===== config.mk =====
export PLATFORM = sky130hd
export DESIGN_NAME = ac_motor_pwm_sequencer
export DESIGN_NICKNAME = d
export VERILOG_FILES = /design/src/rtl/ac_motor_pwm_sequencer.sv
export SDC_FILE = /design/constraint.sdc
export NUM_CORES = 1
export LEC_CHECK = 0
export BUFFER_PORTS_ARGS = -buffer_cell sky130_fd_sc_hd__buf_2
export CORE_ASPECT_RATIO = 1.1
export CORE_MARGIN = 5
export CORE_UTILIZATION = 50
export DETAILED_ROUTE_END_ITERATION = 12
export PLACE_DENSITY = 0.7
export SYNTH_ARGS = -nofsm -noshare
export SYNTH_HDL_FRONTEND = slang
export SYNTH_SLANG_ARGS = --single-unit

===== constraint.sdc =====
create_clock -name CLK -period 3.8 [get_ports CLK]
set_input_delay 0.76 -clock CLK [delete_from_list [all_inputs] [get_ports CLK]]
set_output_delay 0.76 -clock CLK [all_outputs]
set_load 0.05 [all_outputs]

===== src/rtl/ac_motor_pwm_sequencer.sv =====
// ac_motor_pwm_sequencer
// Three-phase inverter gate sequencer built around an external triangle carrier.
// Runs IDLE/CHARGE/RUN/FAULT, accepts double-buffered phase references via a
// valid/ready handshake (applied on the carrier-peak SYNC pulse), compares them
// against the carrier and drives six dead-time-protected gate outputs.
//
// Optional build macro: AC_MOTOR_SEQ_FAULT_FILTER_EN
//   defined   -> FAULT must stay high FAULT_FILTER consecutive cycles to trip
//   undefined -> a single FAULT-high cycle trips (FAULT_FILTER unused)
module ac_motor_pwm_sequencer #(
   parameter int OUTPUT_BITS    = 24,
   parameter int DEAD_CYCLES    = 50,
   parameter int DEAD_BITS      = 8,
   parameter int CHARGE_PERIODS = 4,
   parameter int FAULT_FILTER   = 4
) (
   input  logic                          CLK,
   input  logic                          RST_N,
   input  logic signed [OUTPUT_BITS-1:0] TRIANGLE,
   input  logic                          SYNC,
   input  logic                          START,
   input  logic                          STOP,
   input  logic                          FAULT,
   input  logic                          CLEAR,
   input  logic signed [OUTPUT_BITS-1:0] REF_A,
   input  logic signed [OUTPUT_BITS-1:0] REF_B,
   input  logic signed [OUTPUT_BITS-1:0] REF_C,
   input  logic                          REF_VALID,
   output logic                          REF_READY,
   output logic [2:0]                    GATE_HI,
   output logic [2:0]                    GATE_LO,
   output logic [1:0]                    STATE,
   output logic                          FAULT_LATCHED
);

   typedef enum logic [1:0] {
      ST_IDLE   = 2'd0,
      ST_CHARGE = 2'd1,
      ST_RUN    = 2'd2,
      ST_FAULT  = 2'd3
   } state_t;

   // Charge counter only needs to hold 0 .. CHARGE_PERIODS-1.
   localparam int CHG_W = (CHARGE_PERIODS > 1) ? $clog2(CHARGE_PERIODS) : 1;
   localparam logic [CHG_W-1:0]     CHG_LAST  = CHG_W'(CHARGE_PERIODS - 1);
   localparam logic [DEAD_BITS-1:0] DEAD_LOAD = DEAD_BITS'(DEAD_CYCLES);
   localparam logic [DEAD_BITS-1:0] DEAD_ONE  = DEAD_BITS'(1);

   // ---------------------------------------------------------------------
   // Sequencer control state
   // ---------------------------------------------------------------------
   state_t           state_q, state_d;
   logic [CHG_W-1:0] charge_cnt_q, charge_cnt_d;
   logic             stop_pend_q, stop_pend_d;
   logic             trip;

   // ---------------------------------------------------------------------
   // Reference double buffer
   // ---------------------------------------------------------------------
   logic signed [OUTPUT_BITS-1:0] ref_in    [3];
   logic signed [OUTPUT_BITS-1:0] shadow_q  [3];
   logic signed [OUTPUT_BITS-1:0] shadow_d  [3];
   logic signed [OUTPUT_BITS-1:0] active_q  [3];
   logic signed [OUTPUT_BITS-1:0] active_d  [3];
   logic                          pending_q, pending_d;
   logic                          xfer;
   logic                          stay_active;

   // ---------------------------------------------------------------------
   // Per-phase comparator and dead-time generator
   // ---------------------------------------------------------------------
   logic [2:0]           desired_q, desired_d;
   logic [2:0]           dlast_q, dlast_d;
   logic [DEAD_BITS-1:0] dead_cnt_q [3];
   logic [DEAD_BITS-1:0] dead_cnt_d [3];
   logic [2:0]           gate_hi_q, gate_hi_d;
   logic [2:0]           gate_lo_q, gate_lo_d;

`ifdef AC_MOTOR_SEQ_FAULT_FILTER_EN
   localparam int FLT_W = $clog2(FAULT_FILTER + 1);
   localparam logic [FLT_W-1:0] FLT_LAST = FLT_W'(FAULT_FILTER - 1);
   logic [FLT_W-1:0] flt_cnt_q, flt_cnt_d;

   // Count consecutive FAULT-high cycles; trip on the FAULT_FILTER-th one.
   always_comb begin
      flt_cnt_d = '0;
      trip      = 1'b0;
      if (FAULT) begin
         trip      = (flt_cnt_q == FLT_LAST);
         flt_cnt_d = (flt_cnt_q == FLT_LAST) ? flt_cnt_q : flt_cnt_q + FLT_W'(1);
      end
   end

   // Fault filter counter register.
   always_ff @(posedge CLK or negedge RST_N) begin
      if (!RST_N) flt_cnt_q <= '0;
      else        flt_cnt_q <= flt_cnt_d;
   end
`else
   // Unfiltered: any FAULT-high cycle trips.
   always_comb begin
      trip = FAULT;
   end
`endif

   // Next-state logic: trip has absolute priority, STOP beats START.
   always_comb begin
      state_d      = state_q;
      charge_cnt_d = '0;
      stop_pend_d  = 1'b0;
      if (trip) begin
         state_d = ST_FAULT;
      end else begin
         case (state_q)
            ST_IDLE: begin
               if (START && !STOP && !FAULT) state_d = ST_CHARGE;
            end
            ST_CHARGE: begin
               if (STOP) begin
                  state_d = ST_IDLE;
               end else if (SYNC) begin
                  if (charge_cnt_q == CHG_LAST) state_d = ST_RUN;
                  else                          charge_cnt_d = charge_cnt_q + CHG_W'(1);
               end else begin
                  charge_cnt_d = charge_cnt_q;
               end
            end
            ST_RUN: begin
               // A stop request is remembered and honoured at the carrier peak
               // so the last PWM period completes symmetrically.
               if (SYNC && (stop_pend_q || STOP)) state_d = ST_IDLE;
               else                               stop_pend_d = stop_pend_q | STOP;
            end
            ST_FAULT: begin
               if (CLEAR && !FAULT) state_d = ST_IDLE;
            end
            default: state_d = ST_IDLE;
         endcase
      end
   end

   // Sequencer state registers.
   always_ff @(posedge CLK or negedge RST_N) begin
      if (!RST_N) begin
         state_q      <= ST_IDLE;
         charge_cnt_q <= '0;
         stop_pend_q  <= 1'b0;
      end else begin
         state_q      <= state_d;
         charge_cnt_q <= charge_cnt_d;
         stop_pend_q  <= stop_pend_d;
      end
   end

   assign REF_READY     = ((state_q == ST_CHARGE) || (state_q == ST_RUN)) && !pending_q;
   assign xfer          = REF_VALID && REF_READY;
   assign stay_active   = (state_d == ST_CHARGE) || (state_d == ST_RUN);
   assign STATE         = state_q;
   assign FAULT_LATCHED = (state_q == ST_FAULT);

   // Shadow captures on handshake; active updates only at SYNC. A transfer on
   // the SYNC cycle cannot coincide with an apply because READY is !pending.
   always_comb begin
      ref_in[0] = REF_A;
      ref_in[1] = REF_B;
      ref_in[2] = REF_C;
      pending_d = pending_q;
      for (int x = 0; x < 3; x++) begin
         shadow_d[x] = xfer ? ref_in[x] : shadow_q[x];
         active_d[x] = active_q[x];
      end
      if (!stay_active) begin
         pending_d = 1'b0;
      end else if (xfer) begin
         pending_d = 1'b1;
      end else if (SYNC && pending_q) begin
         pending_d = 1'b0;
         for (int x = 0; x < 3; x++) active_d[x] = shadow_q[x];
      end
   end

   // Reference buffer registers.
   always_ff @(posedge CLK or negedge RST_N) begin
      if (!RST_N) begin
         pending_q <= 1'b0;
         for (int x = 0; x < 3; x++) begin
            shadow_q[x] <= '0;
            active_q[x] <= '0;
         end
      end else begin
         pending_q <= pending_d;
         for (int x = 0; x < 3; x++) begin
            shadow_q[x] <= shadow_d[x];
            active_q[x] <= active_d[x];
         end
      end
   end

   // Comparator plus dead-time: gates follow the state being entered so
   // IDLE/FAULT blank the outputs on the same edge that enters them. CHARGE
   // leaves every phase parked low-side-on, which is the starting point of
   // the dead-time tracking when RUN begins.
   always_comb begin
      for (int x = 0; x < 3; x++) begin
         desired_d[x]  = (active_q[x] > TRIANGLE);
         dlast_d[x]    = 1'b0;
         dead_cnt_d[x] = '0;
         gate_hi_d[x]  = 1'b0;
         gate_lo_d[x]  = 1'b0;
         case (state_d)
            ST_CHARGE: begin
               gate_lo_d[x] = 1'b1;
            end
            ST_RUN: begin
               if (desired_q[x] != dlast_q[x]) begin
                  dlast_d[x]    = desired_q[x];
                  dead_cnt_d[x] = DEAD_LOAD;
               end else begin
                  dlast_d[x] = dlast_q[x];
                  if (dead_cnt_q[x] > DEAD_ONE) begin
                     dead_cnt_d[x] = dead_cnt_q[x] - DEAD_ONE;
                  end else begin
                     gate_hi_d[x] = dlast_q[x];
                     gate_lo_d[x] = !dlast_q[x];
                  end
               end
            end
            default: ;
         endcase
      end
   end

   // Comparator, dead-time and gate output registers.
   always_ff @(posedge CLK or negedge RST_N) begin
      if (!RST_N) begin
         desired_q <= '0;
         dlast_q   <= '0;
         gate_hi_q <= '0;
         gate_lo_q <= '0;
         for (int x = 0; x < 3; x++) dead_cnt_q[x] <= '0;
      end else begin
         desired_q <= desired_d;
         dlast_q   <= dlast_d;
         gate_hi_q <= gate_hi_d;
         gate_lo_q <= gate_lo_d;
         for (int x = 0; x < 3; x++) dead_cnt_q[x] <= dead_cnt_d[x];
      end
   end

   assign GATE_HI = gate_hi_q;
   assign GATE_LO = gate_lo_q;

endmodule


==> reports/metrics.cfg, run 1 <==
[cells_and_area]
final_cell_mix=186 x dfrtp_1, 144 x mux2_2, 112 x buf_2
syn_to_final_growth_pct=16.19
drive_gt1_share_pct=35.65
num_antenna_cells=0
nets=1027
post-route-cell-area_um2=10530
ff_latch_area_um2=4654
layout_commonest_cell=dfrtp_1
nFillCells=1482
multi_input_area_um2=4192

[power]
p_total_mw=8.782
p_leak_nw=5.128
p_int_mw=5.785
p_switching_mw=2.998
clkPwrFrac_pct=21.1
vdd_drop_max_uv=418.5
seqPwrFrac_pct=40.1
switching_share_pct=34.13
p_comb_share_pct=38.8
power.density_nw_per_um2=833.7

[min_path]
hp-class=input pin to asynchronous set/reset pin

[setup_path]
cp_max_fo=72
path_class=register to register
critPathTopFamily=adder cells
path_buf_inv=2
worstPathCellList=inv_1, ha_1, a41oi_1, a211oi_1, or3_1, ha_1, nand3b_1, buf_12, mux2_2
cp_common_cell=ha_1
start_kind=register
r2r_cells=9
max_stage_delay_ns=0.46
cp.arrival_ns=3.27
cp_slowest_cell=dfrtp_1
end_kind=register
cp_num_cells=9
reg2reg_slack_ns=0.84
cp.required_ns=4.11

[yosys]
synthCells=717
syn_nets=906
ys_ff_latch=186
yosysWarnings=0
synth_area_per_cell_um2=12.64
yosysTopAreaCellShare_pct=51.34
yosys.area.top_type=dfrtp_1
ys_seq_area_share_pct=51.34
synth_edf_count=0
syn_area_um2=9066
synthTopCellsByArea=dfrtp_1 51%, mux2_2 18%, ha_1 12%
ys.flop_type=dfrtp_1
async_flop_share_pct=100.0
ys_types=43

[floorplan]
core-area_um2=17740
die_w_um=138.4
dieArea_um2=20930
num_rows=51
boundaryPins=114
initial_core_util_pct=51.11
dieHeight_um=151.2

[global_routing]
antenna_found_initial=0
grt.total_usage_pct=18.87
grt_max_degree=93
grt_pass1_wl_mm=31.39
gr-total-overflow=0
grt_pass1_vias=6421

[timing]
layout_setup_ws_ns=0.8363
drv_slew=0
fmax_ghz=0.3374
skew_ns=0.006127
hold_violations=0
rsz0062_at_grt=false
worst_pin_slew_ns=1.011
post-route-period-util_pct=77.99
slew_headroom_pct=32.63
tns_ns=0
layout_min_cycle_time_ns=2.964
setup_viol=0

[cts]
holdBufCountCts=0
cts_setup_buffers=0
clk_pin_slew_ns=0.07
cts-root-buf=clkbuf_16
clockBufferDepth=2
htree_levels=4
cts_resized=0
cts_buffers=17
clk_latency_ns=0.43
clock_sinks=186
cts_tree=built

[placed_design]
placed_cell_area_um2=9916
port-buffer-count=113
hpwl_mm=14.29
pre_cts_ws_ns=0.5576
gp_congestion=0.8633

[routing]
drt_iter0_drc=285
vias=5847
ant_nets=0
wl_per_cell_um=17.43
wl_mm=18.97
firstDrtPassIters=5
via_per_inst=5.374
post-route-drc-count=0

[run_status]
status=completed

[flow_run]
maxCapViolCount=0

stage by stage:
stage / utilization (%) / hold WS [ns] / cells
final: 59.38 / 0.3940 / 1088
after global routing: 59.38 / 0.4604 / 1088
after CTS: 59.38 / 0.4234 / 1088
after detailed placement: 55.90 / 0.4889 / 1057
after global placement: 55.90 / 0.4834 / 1057
after floorplan: - / 0.4644 / 717
cell families (layout without fill, tap and decap cells):
group	Yosys count	count (layout)	share of synthesized area, %
AO/OA/AOI/OAI	81	81	5.548
XOR/XNOR	21	21	2.029
adder cells (fa/ha/maj)	85	85	11.73
buffers and inverters	56	189	2.512
flip-flops	186	186	51.34
multiplexers	145	145	18.00
AND/OR/NAND/NOR	143	143	8.846
sequential cells by signal, summed over array words and instances, names as in the netlist:
name	cells
active_q	72
shadow_q	72
dead_cnt_q	24
GATE_HI	3
GATE_LO	3
desired_q	3
dlast_q	3
STATE	2
charge_cnt_q	2
pending_q	1
stop_pend_q	1
path summary, 6_finish.rpt:
check / end / start
worst max-delay path: active_q[53] / STATE[1]
worst min-delay path: shadow_q[2] / RST_N
worst max register to register: active_q[53] / STATE[1]
worst min register to register: active_q[46] / shadow_q[46]
max in group asynchronous: shadow_q[16] / RST_N
min in group CLK: active_q[46] / shadow_q[46]
layout make-up:
type                    count  area share, %
flip-flops and latches    186          44.19
multi-input cells         475          39.79
repair buffers            118          5.903
clock buffers              20          4.240
well taps                 238          2.827
clock inverters            11          1.627
inverters                  40          1.425
layer usage:
metal	vias up	track usage, %	part of all wire (%)	wire length, um
li1	2810	-	-	-
met1	2871	21.93	41	7793
met2	127	34.25	53	9977
met3	39	4.200	3.9	731
met4	0	7.263	2.4	463
met5	-	0	0	0
synth_stat cells, types with 2 or more instances:
library cell / instances
a211oi_1: 5
nand3_1: 3
ha_1: 85
o21ai_1: 2
nand3b_1: 4
o211ai_1: 7
dfrtp_1: 186
inv_1: 40
xor2_1: 3
clkbuf_1: 2
mux2_2: 144
nor2_1: 40
nand2_1: 26
nor2b_1: 4
nor4_1: 4
nor3b_1: 2
or4_4: 3
or3_1: 2
a21o_1: 3
o21a_1: 4
xnor2_1: 18
nor4b_1: 3
nand2b_1: 2
and3_1: 3
a21oi_1: 35
nor3_1: 14
and2_1: 12
nor4_4: 4
o21ai_0: 14
o221ai_1: 2
nand4_1: 14
a31oi_1: 3
buf_2: 14
power by group through the flow:
stage / clock (mW) / sequential [mW] / combinational (mW)
2_1_floorplan: 0 / 3.37 / 2.69
3_3_place_gp: 0 / 3.50 / 3.21
3_5_place_dp: 0 / 3.55 / 3.40
4_1_cts: 1.89 / 3.53 / 3.45
5_1_grt: 1.97 / 3.62 / 3.83
6_report: 1.85 / 3.52 / 3.41
Note: power is estimated with default switching activity, not from simulation.
==> run 2: changes to the inputs <==
PLACE_DENSITY = 0.73   (was 0.7)
clock period = 2.6 ns   (was 3.8 ns; I/O delays follow)
==> run 2 against run 1 <==
First-iteration DRC count down 8.1%. Final area up 2.3%. Sequential power grew 45%. Highest routed layer unchanged.
==> reports/metrics.cfg, run 2 (same netlist as run 1, synthesis figures left out) <==
[run_status]
status=completed

[setup_path]
cp_max_fo=18  ; -75%
cp_common_cell=buf_12
worstPathCellList=inv_2, ha_2, a22oi_2, a211oi_1, or3_4, ha_4, nand3b_1, buf_12, buf_12, mux2_2
r2r_cells=10  ; +1
path_buf_inv=3  ; +1
max_stage_delay_ns=0.43  ; -0.03 ns
start_kind=register
cp.arrival_ns=2.87  ; -0.40 ns
r2r_end=active_q[17]
critPathTopFamily=simple AND/OR/NAND/NOR gates
path_class=register to register
cp_slowest_cell=dfrtp_2
end_kind=register
r2r-start=STATE[0]
cp.required_ns=2.91  ; -1.20 ns
reg2reg_slack_ns=0.04  ; -0.79 ns

[cells_and_area]
nFillCells=1452  ; -2.0%
drive_gt1_share_pct=38.39  ; +2.7 points
syn_to_final_growth_pct=18.87
post-route-cell-area_um2=10780  ; +2.3%
top_regs=active_q x72, shadow_q x72, dead_cnt_q x24
nets=1046  ; +1.9%
num_antenna_cells=0  ; unchanged
final_cell_mix=184 x dfrtp_1, 144 x mux2_2, 112 x buf_2
layout_commonest_cell=dfrtp_1

[floorplan]
die_w_um=138.4  ; unchanged
boundaryPins=114  ; unchanged
num_rows=51  ; unchanged
dieArea_um2=20930  ; unchanged
initial_core_util_pct=51.11  ; unchanged
dieHeight_um=151.2  ; unchanged
core-area_um2=17740  ; unchanged

[routing]
wl_mm=17.72  ; -6.6%
drt_iter0_drc=262  ; -8.1%
vias=5727  ; -2.1%
post-route-drc-count=0  ; unchanged
ant_nets=0  ; unchanged
firstDrtPassIters=4  ; -1
wl_per_cell_um=16.00  ; -8.2%
via_per_inst=5.169  ; -3.8%

[timing]
setup_viol=0  ; unchanged
tns_ns=0  ; unchanged
post-route-period-util_pct=98.29  ; +20 points
skew_ns=0.007383  ; +0.001256 ns
fmax_ghz=0.3913  ; +16%
worst_pin_slew_ns=0.5979  ; -0.4126 ns
drv_slew=0  ; unchanged
slew_headroom_pct=60.14  ; +28 points
rsz0062_at_grt=true
whs_ns=0.06496  ; -0.3290 ns
layout_min_cycle_time_ns=2.556  ; -0.4081 ns
hold_violations=0  ; unchanged

[global_routing]
antenna_found_initial=0  ; unchanged
grt_pass1_vias=5986  ; -6.8%
grt_max_degree=63  ; -32%
grt.total_usage_pct=17.67  ; -1.2 points
grt_pass1_wl_mm=29.56  ; -5.8%
gr-total-overflow=0  ; unchanged

[cts]
clk_latency_ns=0.43  ; about the same
cts-root-buf=clkbuf_16
holdBufCountCts=0  ; unchanged
clock_sinks=186  ; unchanged
clockBufferDepth=2  ; unchanged
cts_tree=built
cts_buffers=17  ; unchanged
clk_pin_slew_ns=0.07  ; about the same
htree_levels=4  ; unchanged

[placed_design]
placed_cell_area_um2=10180  ; +2.7%
hpwl_mm=13.75  ; -3.7%
gp_congestion=0.8051  ; -6.7%
port-buffer-count=113  ; unchanged

[flow_run]
maxCapViolCount=0  ; unchanged

[power]
power.density_nw_per_um2=1171  ; +41%
vdd_drop_max_uv=614.2  ; +47%
p_leak_nw=5.238  ; +2.2%

[min_path]
hp-class=input pin to asynchronous set/reset pin

-- run 2: cell types whose count changed in the layout (fill, tap and decap cells not counted), sizes merged --
cell / delta
clkinvlp: -2
inv: +4
buf: +18
clkbuf: +2
bufinv: -3
clkinv: +1
-- run 2: power breakdown --
group / internal [mW] / leakage (nW) / switching, mW
Clock: 1.36 / 0.277 / 1.10
Sequential: 4.24 / 2.32 / 0.867
Combinational: 2.72 / 2.64 / 2.34
Total: 8.32 / 5.24 / 4.30
-- run 2: per-layer routing --
metal	wire, um	part of all wire (%)	GRT usage [%]	vias to the layer above
met2	8750	49	30.18	88
met4	252	1.4	4.941	0
li1	-	-	-	2843
met3	587	3.3	4.010	17
met5	0	0	0	-
met1	8133	46	22.86	2779
-- run 2: cell type report --
cell class | instances | area [um2] | area share, %
Sequential cell | 186 | 4657 | 43.21
Multi-Input combinational cell | 475 | 4242 | 39.36
Tap cell | 238 | 297.8 | 2.763
Clock buffer | 21 | 450.4 | 4.180
Inverter | 40 | 150.1 | 1.393
Timing Repair Buffer | 137 | 869.6 | 8.069
Clock inverter | 11 | 110.1 | 1.022
-- run 2: worst max path at each step --
| stage | slack (ns) | from | end | cells past startpoint |
|---|---|---|---|---|
| floorplan | -0.006 | STATE[1] | active_q[0] | 9 |
| global placement | -0.07 | FAULT | active_q[27] | 10 |
| detailed placement | -0.09 | FAULT | active_q[37] | 10 |
| CTS | 0.004 | STATE[1] | active_q[24] | 10 |
| global route | -0.09 | STATE[0] | active_q[62] | 10 |
| finish | 0.04 | STATE[0] | active_q[17] | 10 |
-- run 2: what timing repair did --
action | in CTS | in global routing
endpoints found under the setup margin | 0 | 72
setup buffers | 0 | 1
gates resized for setup | 0 | 1
-- run 2: metrics by stage --
stage               worst slack (ns)  total power [mW]  std cells  util, %
detailed placement          -0.09084             10.22       1074    57.39
global route                -0.08710             13.60       1108    60.75
finish                       0.04442             12.62       1108    60.75
global placement            -0.07288             10.06       1074    57.39
CTS                         0.003649             12.74       1106    60.55
floorplan                  -0.005955             8.932        717        -
